$ cat config.mk
export PLATFORM = sky130hd
export DESIGN_NAME = amm_arbiter_flat
export DESIGN_NICKNAME = d
export VERILOG_FILES = /design/src/rtl/amm_arbiter_if.sv /design/src/rtl/amm_arbiter.sv /design/src/flat_wrapper.sv
export SDC_FILE = /design/constraint.sdc
export NUM_CORES = 1
export LEC_CHECK = 0
export ABC_AREA = 1
export CAP_MARGIN = 20
export CORE_AREA = 2 2 124 126
export CTS_BUF_LIST = sky130_fd_sc_hd__clkbuf_8
export DETAILED_ROUTE_END_ITERATION = 12
export DIE_AREA = 0 0 126 128
export HOLD_SLACK_MARGIN = 0.02
export SLEW_MARGIN = 20
export SYNTH_ARGS = -nofsm -noshare
export SYNTH_HDL_FRONTEND = slang
export SYNTH_SLANG_ARGS = --single-unit
export TNS_END_PERCENT = 1
$ cat constraint.sdc
create_clock -name clk_i -period 5.78 [get_ports clk_i]
set_input_delay 1.156 -clock clk_i [delete_from_list [all_inputs] [get_ports clk_i]]
set_output_delay 1.156 -clock clk_i [all_outputs]
set_load 0.02 [all_outputs]
$ cat src/rtl/amm_arbiter_if.sv
// amm_arbiter_if
//   One Avalon-MM link: command from the master side, waitrequest and the
//   read response back from the slave side.
//
//   Parameters:
//     ADDR_W  address width
//     DATA_W  data width; byteenable carries DATA_W/8 lanes
//
//   Signals:
//     address, read, write, writedata, byteenable   master -> slave
//     waitrequest, readdata, readdatavalid           slave  -> master
//
//   Modports:
//     master  the side that issues commands
//     slave   the side that accepts commands and returns read data
interface amm_arbiter_if #(
  parameter int ADDR_W = 32,
  parameter int DATA_W = 32
);

  logic [ADDR_W-1:0]   address;
  logic                read;
  logic                write;
  logic [DATA_W-1:0]   writedata;
  logic [DATA_W/8-1:0] byteenable;
  logic                waitrequest;
  logic [DATA_W-1:0]   readdata;
  logic                readdatavalid;

  modport master (
    output address, read, write, writedata, byteenable,
    input  waitrequest, readdata, readdatavalid
  );

  modport slave (
    input  address, read, write, writedata, byteenable,
    output waitrequest, readdata, readdatavalid
  );

endinterface

$ cat src/rtl/amm_arbiter.sv
// amm_arbiter
//   Shares one Avalon-MM slave between two masters. Arbitration is
//   round-robin and happens every cycle. While the slave stalls, the grant
//   stays with the master that is waiting. The command path is purely
//   combinational, so the arbiter adds no latency. A small FIFO of 1-bit
//   master ids follows the outstanding reads, so that each readdatavalid
//   is sent back to the master that issued that read.
//
//   Parameters:
//     ADDR_W       address width
//     DATA_W       data width (byteenable is DATA_W/8)
//     MAX_PENDING  maximum number of outstanding reads (>= 1)
//
//   Ports:
//     clk_i    clock; all state changes on the rising edge
//     rst_n_i  asynchronous, active-low reset
//     m0, m1   master-facing links (arbiter acts as their slave)
//     s        slave-facing link (arbiter acts as its master)
module amm_arbiter #(
  parameter int ADDR_W      = 32,
  parameter int DATA_W      = 32,
  parameter int MAX_PENDING = 4
) (
  input  logic         clk_i,
  input  logic         rst_n_i,
  amm_arbiter_if.slave  m0,
  amm_arbiter_if.slave  m1,
  amm_arbiter_if.master s
);

  localparam int CNT_W = $clog2(MAX_PENDING + 1);
  localparam int PTR_W = (MAX_PENDING > 1) ? $clog2(MAX_PENDING) : 1;

  localparam logic [CNT_W-1:0] PEND_FULL = CNT_W'(MAX_PENDING);
  localparam logic [PTR_W-1:0] PTR_LAST  = PTR_W'(MAX_PENDING - 1);

  localparam logic GRANT_M0 = 1'b0;
  localparam logic GRANT_M1 = 1'b1;

  // Registered arbitration and read-tracking state
  logic                   last_grant;
  logic                   lock;
  logic                   lock_id;
  logic [CNT_W-1:0]       pending;
  logic [MAX_PENDING-1:0] tag_mem;
  logic [PTR_W-1:0]       wr_ptr;
  logic [PTR_W-1:0]       rd_ptr;

  // Combinational arbitration results
  logic                req0;
  logic                req1;
  logic                grant_valid;
  logic                grant_id;
  logic                sel_read;
  logic                sel_write;
  logic [ADDR_W-1:0]   sel_address;
  logic [DATA_W-1:0]   sel_writedata;
  logic [DATA_W/8-1:0] sel_byteenable;
  logic                cmd_read;
  logic                cmd_write;
  logic                fifo_full;
  logic                blocked;
  logic                issue;
  logic                accept;
  logic                push;
  logic                pop;
  logic                head_id;

  function automatic logic [PTR_W-1:0] ptr_inc(input logic [PTR_W-1:0] p);
    return (p == PTR_LAST) ? '0 : p + PTR_W'(1);
  endfunction

  // Grant selection. A lock pins the grant to the stalled master, because
  // Avalon requires its command to stay on the bus until it is accepted.
  // Without a lock, a tie goes to the master that was not accepted last.
  always_comb begin
    req0        = m0.read | m0.write;
    req1        = m1.read | m1.write;
    grant_valid = 1'b0;
    grant_id    = last_grant;
    if (lock) begin
      grant_valid = 1'b1;
      grant_id    = lock_id;
    end else if (req0 && req1) begin
      grant_valid = 1'b1;
      grant_id    = ~last_grant;
    end else if (req0) begin
      grant_valid = 1'b1;
      grant_id    = GRANT_M0;
    end else if (req1) begin
      grant_valid = 1'b1;
      grant_id    = GRANT_M1;
    end
  end

  // Command mux and issue decision. If read and write are both high, the
  // command is a write. The full check uses only the registered count, so
  // a response that arrives in the same cycle cannot reach s.read
  // combinationally. The unblock therefore happens one cycle later.
  always_comb begin
    sel_read       = (grant_id == GRANT_M1) ? m1.read       : m0.read;
    sel_write      = (grant_id == GRANT_M1) ? m1.write      : m0.write;
    sel_address    = (grant_id == GRANT_M1) ? m1.address    : m0.address;
    sel_writedata  = (grant_id == GRANT_M1) ? m1.writedata  : m0.writedata;
    sel_byteenable = (grant_id == GRANT_M1) ? m1.byteenable : m0.byteenable;

    cmd_write = grant_valid & sel_write;
    cmd_read  = grant_valid & sel_read & ~sel_write;
    fifo_full = (pending == PEND_FULL);
    blocked   = cmd_read & fifo_full;
    issue     = rst_n_i & (cmd_write | (cmd_read & ~blocked));
    accept    = issue & ~s.waitrequest;

    push      = accept & cmd_read;
    pop       = s.readdatavalid & (pending != '0);
    head_id   = tag_mem[rd_ptr];
  end

  assign s.address    = sel_address;
  assign s.writedata  = sel_writedata;
  assign s.byteenable = sel_byteenable;
  assign s.read       = issue & cmd_read;
  assign s.write      = issue & cmd_write;

  // A master that is not granted always waits. The granted master waits
  // on a slave stall or on a read that is blocked because the FIFO is full.
  assign m0.waitrequest = ~rst_n_i | ~(grant_valid & (grant_id == GRANT_M0))
                          | s.waitrequest | blocked;
  assign m1.waitrequest = ~rst_n_i | ~(grant_valid & (grant_id == GRANT_M1))
                          | s.waitrequest | blocked;

  // Read data goes to both masters. Only the owner of the head tag sees
  // valid. With nothing pending, pop stays low, so a stray response is
  // dropped.
  assign m0.readdata      = s.readdata;
  assign m1.readdata      = s.readdata;
  assign m0.readdatavalid = pop & (head_id == GRANT_M0);
  assign m1.readdatavalid = pop & (head_id == GRANT_M1);

  // Round-robin history and stall lock. An issued command that is not
  // accepted can only be a slave stall, because blocked reads are never
  // issued, so a blocked read cannot lock the grant.
  always_ff @(posedge clk_i or negedge rst_n_i) begin
    if (!rst_n_i) begin
      last_grant <= GRANT_M1;
      lock       <= 1'b0;
      lock_id    <= GRANT_M0;
    end else if (accept) begin
      last_grant <= grant_id;
      lock       <= 1'b0;
    end else if (issue) begin
      lock       <= 1'b1;
      lock_id    <= grant_id;
    end
  end

  // Tag FIFO and outstanding-read count. A push never meets a full FIFO,
  // because a full FIFO blocks the read before it can be accepted.
  always_ff @(posedge clk_i or negedge rst_n_i) begin
    if (!rst_n_i) begin
      tag_mem <= '0;
      wr_ptr  <= '0;
      rd_ptr  <= '0;
      pending <= '0;
    end else begin
      if (push) begin
        tag_mem[wr_ptr] <= grant_id;
        wr_ptr          <= ptr_inc(wr_ptr);
      end
      if (pop) begin
        rd_ptr <= ptr_inc(rd_ptr);
      end
      case ({push, pop})
        2'b10:   pending <= pending + CNT_W'(1);
        2'b01:   pending <= pending - CNT_W'(1);
        default: pending <= pending;
      endcase
    end
  end

endmodule

$ cat src/flat_wrapper.sv
// flat-port wrapper written by rule: the top's interface ports become plain ports
module amm_arbiter_flat 
#(
  parameter int ADDR_W      = 32,
  parameter int DATA_W      = 32,
  parameter int MAX_PENDING = 4
)
  (clk_i, rst_n_i, m0_address, m0_read, m0_write, m0_writedata, m0_byteenable, m0_waitrequest, m0_readdata, m0_readdatavalid, m1_address, m1_read, m1_write, m1_writedata, m1_byteenable, m1_waitrequest, m1_readdata, m1_readdatavalid, s_address, s_read, s_write, s_writedata, s_byteenable, s_waitrequest, s_readdata, s_readdatavalid);
  amm_arbiter_if #(.ADDR_W(ADDR_W), .DATA_W(DATA_W)) m0_i ();
  amm_arbiter_if #(.ADDR_W(ADDR_W), .DATA_W(DATA_W)) m1_i ();
  amm_arbiter_if #(.ADDR_W(ADDR_W), .DATA_W(DATA_W)) s_i ();
  input  logic clk_i;
  input  logic rst_n_i;
  input wire logic [$bits(m0_i.address)-1:0] m0_address;
  input wire logic [$bits(m0_i.read)-1:0] m0_read;
  input wire logic [$bits(m0_i.write)-1:0] m0_write;
  input wire logic [$bits(m0_i.writedata)-1:0] m0_writedata;
  input wire logic [$bits(m0_i.byteenable)-1:0] m0_byteenable;
  output wire logic [$bits(m0_i.waitrequest)-1:0] m0_waitrequest;
  output wire logic [$bits(m0_i.readdata)-1:0] m0_readdata;
  output wire logic [$bits(m0_i.readdatavalid)-1:0] m0_readdatavalid;
  input wire logic [$bits(m1_i.address)-1:0] m1_address;
  input wire logic [$bits(m1_i.read)-1:0] m1_read;
  input wire logic [$bits(m1_i.write)-1:0] m1_write;
  input wire logic [$bits(m1_i.writedata)-1:0] m1_writedata;
  input wire logic [$bits(m1_i.byteenable)-1:0] m1_byteenable;
  output wire logic [$bits(m1_i.waitrequest)-1:0] m1_waitrequest;
  output wire logic [$bits(m1_i.readdata)-1:0] m1_readdata;
  output wire logic [$bits(m1_i.readdatavalid)-1:0] m1_readdatavalid;
  output wire logic [$bits(s_i.address)-1:0] s_address;
  output wire logic [$bits(s_i.read)-1:0] s_read;
  output wire logic [$bits(s_i.write)-1:0] s_write;
  output wire logic [$bits(s_i.writedata)-1:0] s_writedata;
  output wire logic [$bits(s_i.byteenable)-1:0] s_byteenable;
  input wire logic [$bits(s_i.waitrequest)-1:0] s_waitrequest;
  input wire logic [$bits(s_i.readdata)-1:0] s_readdata;
  input wire logic [$bits(s_i.readdatavalid)-1:0] s_readdatavalid;
  assign m0_i.address = m0_address;
  assign m0_i.read = m0_read;
  assign m0_i.write = m0_write;
  assign m0_i.writedata = m0_writedata;
  assign m0_i.byteenable = m0_byteenable;
  assign m0_waitrequest = m0_i.waitrequest;
  assign m0_readdata = m0_i.readdata;
  assign m0_readdatavalid = m0_i.readdatavalid;
  assign m1_i.address = m1_address;
  assign m1_i.read = m1_read;
  assign m1_i.write = m1_write;
  assign m1_i.writedata = m1_writedata;
  assign m1_i.byteenable = m1_byteenable;
  assign m1_waitrequest = m1_i.waitrequest;
  assign m1_readdata = m1_i.readdata;
  assign m1_readdatavalid = m1_i.readdatavalid;
  assign s_address = s_i.address;
  assign s_read = s_i.read;
  assign s_write = s_i.write;
  assign s_writedata = s_i.writedata;
  assign s_byteenable = s_i.byteenable;
  assign s_i.waitrequest = s_waitrequest;
  assign s_i.readdata = s_readdata;
  assign s_i.readdatavalid = s_readdatavalid;
  amm_arbiter #(.ADDR_W(ADDR_W), .DATA_W(DATA_W), .MAX_PENDING(MAX_PENDING)) u_core (.clk_i(clk_i), .rst_n_i(rst_n_i), .m0(m0_i), .m1(m1_i), .s(s_i));
endmodule
* Word-level counts from Yosys, hierarchy flattened
Cells that the tools add are included.
Word-level totals: bits in registers 14, logic and storage cells 82
Cells by class: add/sub/neg operators 4, order comparisons 3, equality and inequality tests 5, mux-type cells 23, bitwise logic cells 34, reduce and logical (&&, ||, !) cells 6
Operator list (number):
- 32-bit two-way mux | 2
- 1-bit AND | 15
- 1-bit two-way mux | 14
- 1-bit NOT | 10
- 1-bit bitwise OR | 9
- 2-bit equality test (second input constant) | 3
- 2-bit by 3-bit < comparator with 1-bit output (second input constant) | 2
- 3-bit one-hot mux with 2 select lines | 1
- 2-bit by 1-bit adder with 2-bit output (second input constant) | 2
- 4-bit bitwise mux | 1
- 2-bit two-way mux | 2
- 4-bit two-way mux | 1
- 2-bit nonzero test | 2
- 3-bit by 1-bit adder with 3-bit output (second input constant) | 1
- 3-bit equality test (second input constant) | 1
- 3-bit nonzero test | 1
- 3-bit by 1-bit subtractor with 3-bit output (second input constant) | 1
- 1-bit binary-select mux with 2-bit select | 1
- 1-bit demux with 2-bit select | 1
- 2-bit by 1-bit equality test with 1-bit output (second input constant) | 1
- 2-bit by 1-bit greater-or-equal comparator with 1-bit output (second input constant) | 1
- 1-bit logical AND | 2
- 2-bit AND reduction | 1

* Longest topological paths before layout
depth in word-level cells 17, mapped depth 14, depth with buffers taken out 14

* Worst setup path before layout
Ideal clock, no wire load.
kind input to output, start input port m1_write, end output port s_writedata[15], data arrival time 2.080 ns, setup slack 2.544 ns, stages 7, path buffers 2, cells stage by stage o21ai_0 -> nand3_2 -> nand2_2 -> buf_4 -> buf_4 -> nand2_1 -> nand2_1
Between the ends: word-level cells in the longest chain between the ends 6
Ends and longest elaborated chain:
- start, declared | line flat_wrapper.sv:24 | input wire logic [$bits(m1_i.write)-1:0] m1_write;
- 1-bit bitwise OR * | line amm_arbiter.sv:78 | req1 = m1.read | m1.write;
- 1-bit two-way mux | line amm_arbiter.sv:90 | end else if (req1) begin
- 1-bit two-way mux | line amm_arbiter.sv:87 | end else if (req0) begin
- 1-bit two-way mux * | line amm_arbiter.sv:84 | end else if (req0 && req1) begin
- 1-bit two-way mux * | line amm_arbiter.sv:81 | if (lock) begin
- 32-bit two-way mux * | line amm_arbiter.sv:104 | sel_writedata = (grant_id == GRANT_M1) ? m1.writedata : m0.writedata;
- end, declared | line flat_wrapper.sv:33 | output wire logic [$bits(s_i.writedata)-1:0] s_writedata;
Mark *: on every way between the ends. The rest lies on a longest branch, timed or not.

* Worst setup path after layout
start input port m0_read, end output port s_address[0]
Between the ends: word-level cells in the longest chain between the ends 5
Ends and longest elaborated chain:
- start, declared | line flat_wrapper.sv:15 | input wire logic [$bits(m0_i.read)-1:0] m0_read;
- 1-bit bitwise OR * | line amm_arbiter.sv:77 | req0 = m0.read | m0.write;
- 1-bit two-way mux or 1-bit logical AND (tied branches) | line amm_arbiter.sv:87, amm_arbiter.sv:84
- 1-bit two-way mux * | line amm_arbiter.sv:84
- 1-bit two-way mux * | line amm_arbiter.sv:81
- 32-bit two-way mux * | line amm_arbiter.sv:103 | sel_address = (grant_id == GRANT_M1) ? m1.address : m0.address;
- end, declared | line flat_wrapper.sv:30 | output wire logic [$bits(s_i.address)-1:0] s_address;
Marked as above.

==> out/metrics.cfg <==
[outcome]
status=finished clean

[cts]
ctsResizeCount=0
cts.clk_slew.worst_paths_ns=0.06
cts_tree=yes
cts_buffers=3
post-cts-setup-buffers=0
clkLatencyLatePin_ns=0.25
clockBufferDepth=2
cts_max_level=1
cts_hold_buf=0
root_buffer=clkbuf_8
clkSinkCount=14

[global_routing]
grt_start_max_net_pins=52
grt_pass1_vias=2652
track_usage=0.103
grt_pass1_wl_mm=13.6
antenna_found_initial=0
grt-ovfl-total=0

[die]
rows=45
core_area_sq_mm=0.0149
die-area_sq_mm=0.0161
start_util=0.154
pin_count=314
die_y_microns=128
die_w_microns=126

[finish]
final_util=0.282
instances_no_fill=740
fin_area_sq_mm=0.00420
drive_gt1_frac=0.0380
final_nets=736
diodes=0
syn_to_final_growth_pct=83.5

[routing]
drt-initial-drc-count=107
drc_errors=0
dr.max_layer_used=met4
met3_length_microns=802
wl_met2_mm=4.27
ant_nets=0
wire_per_inst_microns=12.4
wl_met1_mm=3.81
vias=2816
drt-pass1-iter-count=5
vias_per_cell=3.81
wirelength_mm=9.14

[synthesis]
synthTopCellsByCount=nand2_1 (233), buf_4 (66), inv_1 (17)
synth_top_area_share=0.383
synth_most_common_cell=nand2_1
synth_flop_cell=dfrtp_1
avgSynthCellArea_sq_um=5.60
synth-edff-count=0
synth.net_count=591
ys_ff_latch=14
synth.area.top_cells=nand2_1 (38%), buf_4 (22%), dfrtp_1 (14%), nand3_1 (3.5%), ha_1 (3.3%)
synth.distinct_cells=28
yosys.area.top_type=nand2_1
synth_cells=408
synth_area_sq_mm=0.00229
postSynth.asyncResetShare=1.00
ys_seq_area_frac=0.154
synth_warnings=0

[pwr]
p_total_mw=2.06
p_int_mw=0.977
p_switching_mw=1.08
switching_share=0.526
cellPowerDensity_mw_per_mm2=491
power_frac_comb=0.867
ir_worst_vdd_uv=199
seqPwrFrac=0.092
clkPwrFrac=0.041
leakagePower_nw=1.98

[worst_setup_path]
required_ns=4.62
crit_arrival_ns=3.63
cp-start-kind=input pin
endpoint_kind=output port
cp_max_fo=51
path_class=in -> out

[sta]
period_minus_slack_ns=4.78
slew_headroom=0.664
worst_slack_ns=0.999
hold_viol=0
skew_ns=0.00117
slew_violations=0
grt_setup_unrepaired=no
fmax_ghz=0.209
finalSetupViolations=0
fin_tns_setup_ns=0
layout_worst_path_cycle_share=0.827
worstMarginPinSlew_ns=0.504
hold_ws_ns=0.472

[placement]
placed_cell_area_sq_mm=0.00415
dp_cells=736
port_buffers=217
gp_congestion=0.719
dp.final_hpwl_mm=7.49
post-place-ws_ns=0.916

[flow_run]
maxCapViolCount=0

[min_path]
hold_path.class=reg -> reg

layout make-up:
type | count | area, sq um
clock buffers | 3 | 41.3
clock inverters | 1 | 3.75
fillers | 1648 | 10700
inverters | 19 | 71.3
multi-input cells | 294 | 1280
flip-flops and latches | 14 | 352
well taps | 188 | 235
repair buffers | 221 | 2210
worst paths after layout:
path / depth (start not counted) / slack [ns] / from / end
setup / recovery: 10 / 1.0 / m0_read / s_address[0]
hold / removal: 2 / 0.47 / u_core.tag_mem[3]$_DFFE_PN0P_ / u_core.tag_mem[3]$_DFFE_PN0P_
setup reg to reg: 14 / 3.37 / u_core.last_grant$_DFFE_PN1N_ / u_core.pending[2]$_DFFE_PN0P_
hold reg to reg: 2 / 0.47 / u_core.tag_mem[3]$_DFFE_PN0P_ / u_core.tag_mem[3]$_DFFE_PN0P_
max in group asynchronous: 2 / 4.30 / rst_n_i / u_core.last_grant$_DFFE_PN1N_
min in group asynchronous: 2 / 1.23 / rst_n_i / u_core.pending[2]$_DFFE_PN0P_
layer usage:
layer | up-vias | track usage
met5 | - | 0
met4 | 0 | 0.0362
met3 | 36 | 0.0321
met2 | 137 | 0.160
met1 | 1185 | 0.135
li1 | 1458 | -
cell families (layout without fill, tap and decap cells):
family / after synthesis / count (layout) / synth area share
xor gates and xnor gates: 2 / 2 / 0.00766
adders and majority gates: 7 / 7 / 0.0416
and+or+nand+nor: 273 / 273 / 0.481
AOI/OAI and AO/OA: 12 / 12 / 0.0290
buffers and inverters: 100 / 244 / 0.287
DFF: 14 / 14 / 0.154
state kept, by name (all words and copies together), names as in the netlist:
register           flops
u_core.tag_mem         4
u_core.rd_ptr          2
u_core.wr_ptr          2
u_core.lock            1
u_core.lock_id         1
u_core.last_grant      1
u_core.pending         3
worst max-delay path, stage by stage:
cell and delay [ns]:
clkdlybuf4s50_1 0.46, nor2_2 0.12, nand2_1 0.07, nand3_2 0.10, nand2_2 0.29, inv_2 0.14
buf_4 0.44, nand2_1 0.10, nand2_1 0.08, clkdlybuf4s50_1 0.64
power groups by stage:
| stage | logic (mW) | clock network, mW | registers [mW] |
|---|---|---|---|
| after floorplan | 1.08 | 0 | 0.179 |
| after global placement | 1.81 | 0 | 0.191 |
| after detailed placement | 1.81 | 0 | 0.190 |
| after CTS | 1.82 | 0.0875 | 0.190 |
| after global routing | 1.96 | 0.0934 | 0.197 |
| final | 1.79 | 0.0842 | 0.189 |
cells in the final DEF (no fill, tap or decap), types with 2 or more instances in the layout:
cell type	netlist	layout
nand2_2	4	4
inv_1	17	18
nor2_2	2	2
nand3_2	2	2
a21oi_1	2	2
buf_4	66	3
clkbuf_8	0	3
ha_1	6	6
inv_2	2	2
nand4_1	4	4
clkdlybuf4s50_1	0	217
dfrtp_1	13	13
o21ai_0	7	7
nand2_1	233	233
nand3_1	16	16
nor2_1	8	8
Note: power is estimated with default switching activity, not from simulation.
